===== src/rtl/cpu_pkg.sv =====
// -----------------------------------------------------------------------------
// cpu_pkg
//   Shared definitions for the multicycle CPU datapath: register-file geometry,
//   the hardwired-zero register index and the common index/word typedefs.
//   No ports (package).
// -----------------------------------------------------------------------------
package cpu_pkg;

   localparam int REG_ADDR_W = 5;
   localparam int REG_DATA_W = 32;

   typedef logic [REG_ADDR_W-1:0] reg_idx_t;
   typedef logic [REG_DATA_W-1:0] word_t;

   localparam reg_idx_t REG_ZERO = 5'd0;

endpackage : cpu_pkg


===== src/rtl/reg_file_rd_port.sv =====
// -----------------------------------------------------------------------------
// reg_file_rd_port
//   One combinational read port of the register file. It applies the
//   hardwired-zero rule for index 0, forces 0 while the file is held in reset,
//   and, when BYPASS is set, forwards the in-flight write-back value if the
//   write targets the register being read.
//
//   Parameters
//     DATA_W   register width
//     ADDR_W   register index width
//     BYPASS   1 = write-through forwarding enabled on this port
//
//   Ports
//     addr     in   ADDR_W  register index being read
//     stored   in   DATA_W  storage word at addr
//     hold     in   1       file in reset; output forced to 0
//     wr_en    in   1       write-back enable
//     wr_addr  in   ADDR_W  write-back destination index
//     wr_data  in   DATA_W  write-back value
//     data     out  DATA_W  read result
// -----------------------------------------------------------------------------
module reg_file_rd_port
   import cpu_pkg::*;
#(
   parameter int DATA_W = REG_DATA_W,
   parameter int ADDR_W = REG_ADDR_W,
   parameter bit BYPASS = 1'b0
) (
   input  logic [ADDR_W-1:0] addr,
   input  logic [DATA_W-1:0] stored,
   input  logic              hold,
   input  logic              wr_en,
   input  logic [ADDR_W-1:0] wr_addr,
   input  logic [DATA_W-1:0] wr_data,
   output logic [DATA_W-1:0] data
);

   logic is_zero;
   logic hit;

   assign is_zero = (addr == ADDR_W'(REG_ZERO));

   // Forwarding only matters for a real (non-zero) destination that matches
   // this port's index; with BYPASS=0 the mux leg folds away entirely.
   assign hit = wr_en && (wr_addr == addr) && !is_zero;

   always_comb begin
      data = '0;
      if (hold || is_zero) begin
         data = '0;
      end else if (BYPASS && hit) begin
         data = wr_data;
      end else begin
         data = stored;
      end
   end

endmodule : reg_file_rd_port


===== src/rtl/reg_file.sv =====
// -----------------------------------------------------------------------------
// reg_file
//   Architectural register file of the multicycle CPU: 2**ADDR_W words of
//   DATA_W bits, R0 hardwired to zero. Two operand read ports (A/B latches),
//   one write-back port, and one debug read port. All reads are combinational.
//
//   Configuration macro: REGFILE_BYPASS_EN
//     defined   : read_data1/read_data2 forward write_data when the same-cycle
//                 write targets their index (dbg_data is never forwarded)
//     undefined : pure storage read; old value until the clock edge
//
//   Ports
//     clk         in   1       rising-edge clock
//     reset       in   1       async active-high; clears all registers
//     read_reg1   in   ADDR_W  rs index
//     read_reg2   in   ADDR_W  rt index
//     read_data1  out  DATA_W  contents of read_reg1
//     read_data2  out  DATA_W  contents of read_reg2
//     reg_write   in   1       write enable
//     write_reg   in   ADDR_W  destination index
//     write_data  in   DATA_W  write-back value
//     dbg_addr    in   ADDR_W  debug read index
//     dbg_data    out  DATA_W  contents of dbg_addr
// -----------------------------------------------------------------------------
module reg_file
   import cpu_pkg::*;
#(
   parameter int DATA_W = REG_DATA_W,
   parameter int ADDR_W = REG_ADDR_W
) (
   input  logic              clk,
   input  logic              reset,
   input  logic [ADDR_W-1:0] read_reg1,
   input  logic [ADDR_W-1:0] read_reg2,
   output logic [DATA_W-1:0] read_data1,
   output logic [DATA_W-1:0] read_data2,
   input  logic              reg_write,
   input  logic [ADDR_W-1:0] write_reg,
   input  logic [DATA_W-1:0] write_data,
   input  logic [ADDR_W-1:0] dbg_addr,
   output logic [DATA_W-1:0] dbg_data
);

   localparam int NUM_REGS = 2 ** ADDR_W;

`ifdef REGFILE_BYPASS_EN
   localparam bit BYPASS_EN = 1'b1;
`else
   localparam bit BYPASS_EN = 1'b0;
`endif

   logic [DATA_W-1:0] mem [NUM_REGS];

   // Flop array with async clear. Reset has priority, so any write presented
   // while reset is high is dropped and nothing is replayed on release.
   always_ff @(posedge clk or posedge reset) begin
      if (reset) begin
         for (int i = 0; i < NUM_REGS; i++) begin
            mem[i] <= '0;
         end
      end else if (reg_write && (write_reg != ADDR_W'(REG_ZERO))) begin
         mem[write_reg] <= write_data;
      end
   end

   reg_file_rd_port #(
      .DATA_W (DATA_W),
      .ADDR_W (ADDR_W),
      .BYPASS (BYPASS_EN)
   ) u_rd1 (
      .addr    (read_reg1),
      .stored  (mem[read_reg1]),
      .hold    (reset),
      .wr_en   (reg_write),
      .wr_addr (write_reg),
      .wr_data (write_data),
      .data    (read_data1)
   );

   reg_file_rd_port #(
      .DATA_W (DATA_W),
      .ADDR_W (ADDR_W),
      .BYPASS (BYPASS_EN)
   ) u_rd2 (
      .addr    (read_reg2),
      .stored  (mem[read_reg2]),
      .hold    (reset),
      .wr_en   (reg_write),
      .wr_addr (write_reg),
      .wr_data (write_data),
      .data    (read_data2)
   );

   // Debug port always shows committed storage, never the in-flight write.
   reg_file_rd_port #(
      .DATA_W (DATA_W),
      .ADDR_W (ADDR_W),
      .BYPASS (1'b0)
   ) u_rd_dbg (
      .addr    (dbg_addr),
      .stored  (mem[dbg_addr]),
      .hold    (reset),
      .wr_en   (reg_write),
      .wr_addr (write_reg),
      .wr_data (write_data),
      .data    (dbg_data)
   );

endmodule : reg_file


===== config.mk =====
export PLATFORM = sky130hd
export DESIGN_NAME = reg_file
export DESIGN_NICKNAME = d
export VERILOG_FILES = /design/src/rtl/cpu_pkg.sv /design/src/rtl/reg_file_rd_port.sv /design/src/rtl/reg_file.sv
export SDC_FILE = /design/constraint.sdc
export NUM_CORES = 2
export LEC_CHECK = 0
export ABC_AREA = 1
export CORE_ASPECT_RATIO = 0.5
export CORE_MARGIN = 2
export CORE_UTILIZATION = 45
export DETAILED_ROUTE_END_ITERATION = 8
export SETUP_SLACK_MARGIN = 0.5
export SLEW_MARGIN = 20
export SYNTH_ARGS = -nofsm -noshare
export SYNTH_HDL_FRONTEND = slang
export SYNTH_HIERARCHICAL = 1
export SYNTH_SLANG_ARGS = --single-unit

===== constraint.sdc =====
create_clock -name clk -period 57.3 [get_ports clk]
set_clock_uncertainty 0.15 [all_clocks]
set_input_delay 17.19 -clock clk [delete_from_list [all_inputs] [get_ports clk]]
set_output_delay 17.19 -clock clk [all_outputs]
set_load 0.02 [all_outputs]

==> results by group <==
GRT
  – GR Overflow Total: 0
  – Initial antenna violation count: 6
  – GRT Util Overall: 38.7%
  – Vias in the first global route: 67,834
  – First-pass GRT wire length: 450 mm
  – Largest net degree at the start of global routing: 184

Synthesis
  – Syn nets: 10,977
  – Count leader, synth: nand2_1
  – Post-synth top cells: 5,168 x nand2_1, 2,308 x nand3_1, 1,024 x dfrtp_1
  – Post-synth top flop: dfrtp_1
  – Cell variety after synth: 19
  – Syn Inst Count: 10,922
  – Top post-synthesis cells by area: dfrtp_1 38%, nand2_1 29%, nand3_1 17%
  – Post-synth EDFFs: 0
  – Post-synth top area share: 38.2%
  – Post-synth top area cell: dfrtp_1
  – Synth async-reset ratio: 100%
  – Synth warn: 6
  – Synthesized cell area: 0.0671 mm2
  – Sequential share of the synthesized area: 38.2%
  – Syn_area_per_cell: 6.15 um2
  – Synthesized flop and latch total: 1,024

Timing
  – Slew Viols, Final: 0
  – Final min period: 39.30 ns
  – F_max: 25.4 MHz
  – Final hold vios: 0
  – Max-slew headroom: 16.7%
  – Final setup vio count: 0
  – TNS Setup: 0 ns
  – Final period utilization: 68.6%
  – Unrepaired setup endpoints after global routing: false
  – Worst-Margin Slew: 1.25 ns

Flow run
  – Max-Cap Viols: 0

Run status
  – Status: finished, final reports clean

Clock tree
  – CTS H-tree depth: 3
  – CTS sink count: 1,024
  – CTS tree: built
  – Root Buffer: clkbuf_16
  – Clk_lat worst skew: 0.73 ns
  – Post_cts resized: 0
  – CTS Buf Count: 103
  – Maximum clock insertion buffer count: 3
  – Clock transition at path regs: 0.07 ns
  – Post-CTS Setup Inserts: 0
  – Cts hold-fix bufs: 0

Layout
  – Biggest registers after layout: mem: 1024 flops
  – Max reg flops: 1,024
  – Area delta synth->final: 7.54%
  – Most flop-heavy register: mem
  – Share of cells above drive strength 1: 3.49%
  – Filler cell count in the final layout: 15,586
  – Fin nets: 10,363
  – Fin util: 48.7%

Routing
  – Drt pass-1 iters: 8
  – Initial DRC Count: 11,149
  – Total number of vias: 74,665
  – Wire per inst: 24.4 um
  – Avg Vias per Cell: 6.03
  – Routed Antenna Nets: 0
  – Post-Route WL: 302 mm
  – DRC viols: 0

Floorplanning
  – Die H: 277 um
  – Core ar.: 0.148 mm2
  – Die Width: 550 um
  – Die footprint: 0.152 mm2
  – Cell Rows: 100
  – Ports: 151
  – Starting density of the core: 45.2%

Worst setup path
  – R2R Path Start: mem[473]$_DFFE_PP0P_
  – Crit path launch type: input pin
  – CP bufs+invs: 6
  – Required @ worst endpoint: 39.96 ns
  – Worst path cell trace: buf_8, inv_8, buf_12, buf_4, nand2_1, nand3_1, nand3_1, nand2_1, nand2_1, nand2_1, nand2_1, nand2_1, inv_1, nor2_1, clkdlybuf4s50_1
  – Stages on worst setup path: 15
  – Reg2Reg Depth: 2
  – CP peak stage delay: 0.90 ns
  – CP endpoint: dbg_data[17]
  – Worst setup EP type: output port
  – Cell mode on critical path: nand2_1
  – CP Class: input pin to output port
  – Flop-to-flop setup slack: 56.32 ns
  – Worst Setup SP: dbg_addr[0]
  – Crit-path max FO: 166
  – Critical path's top delay family: buffers and inverters
  – Worst Path Arrival: 21.96 ns
  – Reg2reg end: mem[473]$_DFFE_PP0P_
  – Slowest-stage cell, CP: inv_8

Hold path
  – Hold/Removal Path Class: flop to flop

Power
  – P per Cell Area: 32.3 mW/mm2
  – P_leak: 34.4 nW
  – VDD IR-drop max: 22.0 uV

Placed design
  – Hpwl dp: 155 mm
  – IO Port Bufs: 150
  – Gpl congestion: 0.881
==> report_power, final <==
group	internal [mW]	switching (mW)
Sequential	0.859	0.153
Combinational	0.198	0.370
Clock	0.422	0.328
Total	1.48	0.851
==> cell type report <==
cell class | instances | area [um2] | share of cell area, %
Sequential cell | 1024 | 25600 | 35.5
Multi-Input combinational cell | 8760 | 37300 | 51.7
Inverter | 161 | 687 | 0.951
Timing Repair Buffer | 258 | 2470 | 3.42
Antenna cell | 3 | 7.51 | 0.0104
Tap cell | 1989 | 2490 | 3.45
Clock inverter | 50 | 589 | 0.816
Clock buffer | 144 | 3020 | 4.18
==> logic make-up after synthesis <==
group,count (synthesis),synth area share [%]
simple gates,7768,47.9
compound gates,992,7.39
flops,1024,38.2
buf+inv,1138,6.53
==> metrics by stage <==
stage                     area [um2]  worst slack (ns)  total power [mW]  instances  hold WS [ns]
after detailed placement       68600             18.29              1.57      12192         0.261
after CTS                      72200             18.28              2.32      12386         0.277
after global placement         68600             18.28              1.56      12192         0.262
final                          72200             18.00              2.33      12389         0.280
after global routing           72200             17.90              2.45      12386         0.288
after floorplan                67100             11.14              1.39      10922         0.322
==> cells in the final DEF (no fill, tap or decap), types with 8 or more instances in the layout <==
master	n
buf_12	11
nand2_4	26
dfrtp_1	1024
o21ai_0	832
clkinv_2	25
clkinvlp_4	8
clkbuf_8	23
a21oi_1	160
clkdlybuf4s50_1	135
nor2_1	257
clkbuf_1	17
nand2_1	5153
clkbuf_16	107
inv_1	141
inv_8	10
bufinv_16	12
buf_4	99
nand3_1	2308
==> routing by layer <==
metal / up-vias / wire length (um) / track usage, %
met5: - / 72 / 0
met4: 10 / 13400 / 15.7
li1: 33992 / - / -
met1: 34973 / 126000 / 55.9
met2: 4870 / 122000 / 54.8
met3: 820 / 40900 / 9.93
==> how the worst min path moves through the flow <==
stage	startpoint	end	slack [ns]	cells after the start
2_1_floorplan	mem[1000]$_DFFE_PP0P_	mem[1000]$_DFFE_PP0P_	0.32	1
3_3_place_gp	mem[1008]$_DFFE_PP0P_	mem[1008]$_DFFE_PP0P_	0.26	0
5_1_grt	mem[1002]$_DFFE_PP0P_	mem[1002]$_DFFE_PP0P_	0.29	0
4_1_cts	mem[1001]$_DFFE_PP0P_	mem[1001]$_DFFE_PP0P_	0.28	0
6_report	mem[1021]$_DFFE_PP0P_	mem[1021]$_DFFE_PP0P_	0.28	0
3_5_place_dp	mem[1008]$_DFFE_PP0P_	mem[1008]$_DFFE_PP0P_	0.26	0
No activity file was read; power rests on OpenSTA's default activity.
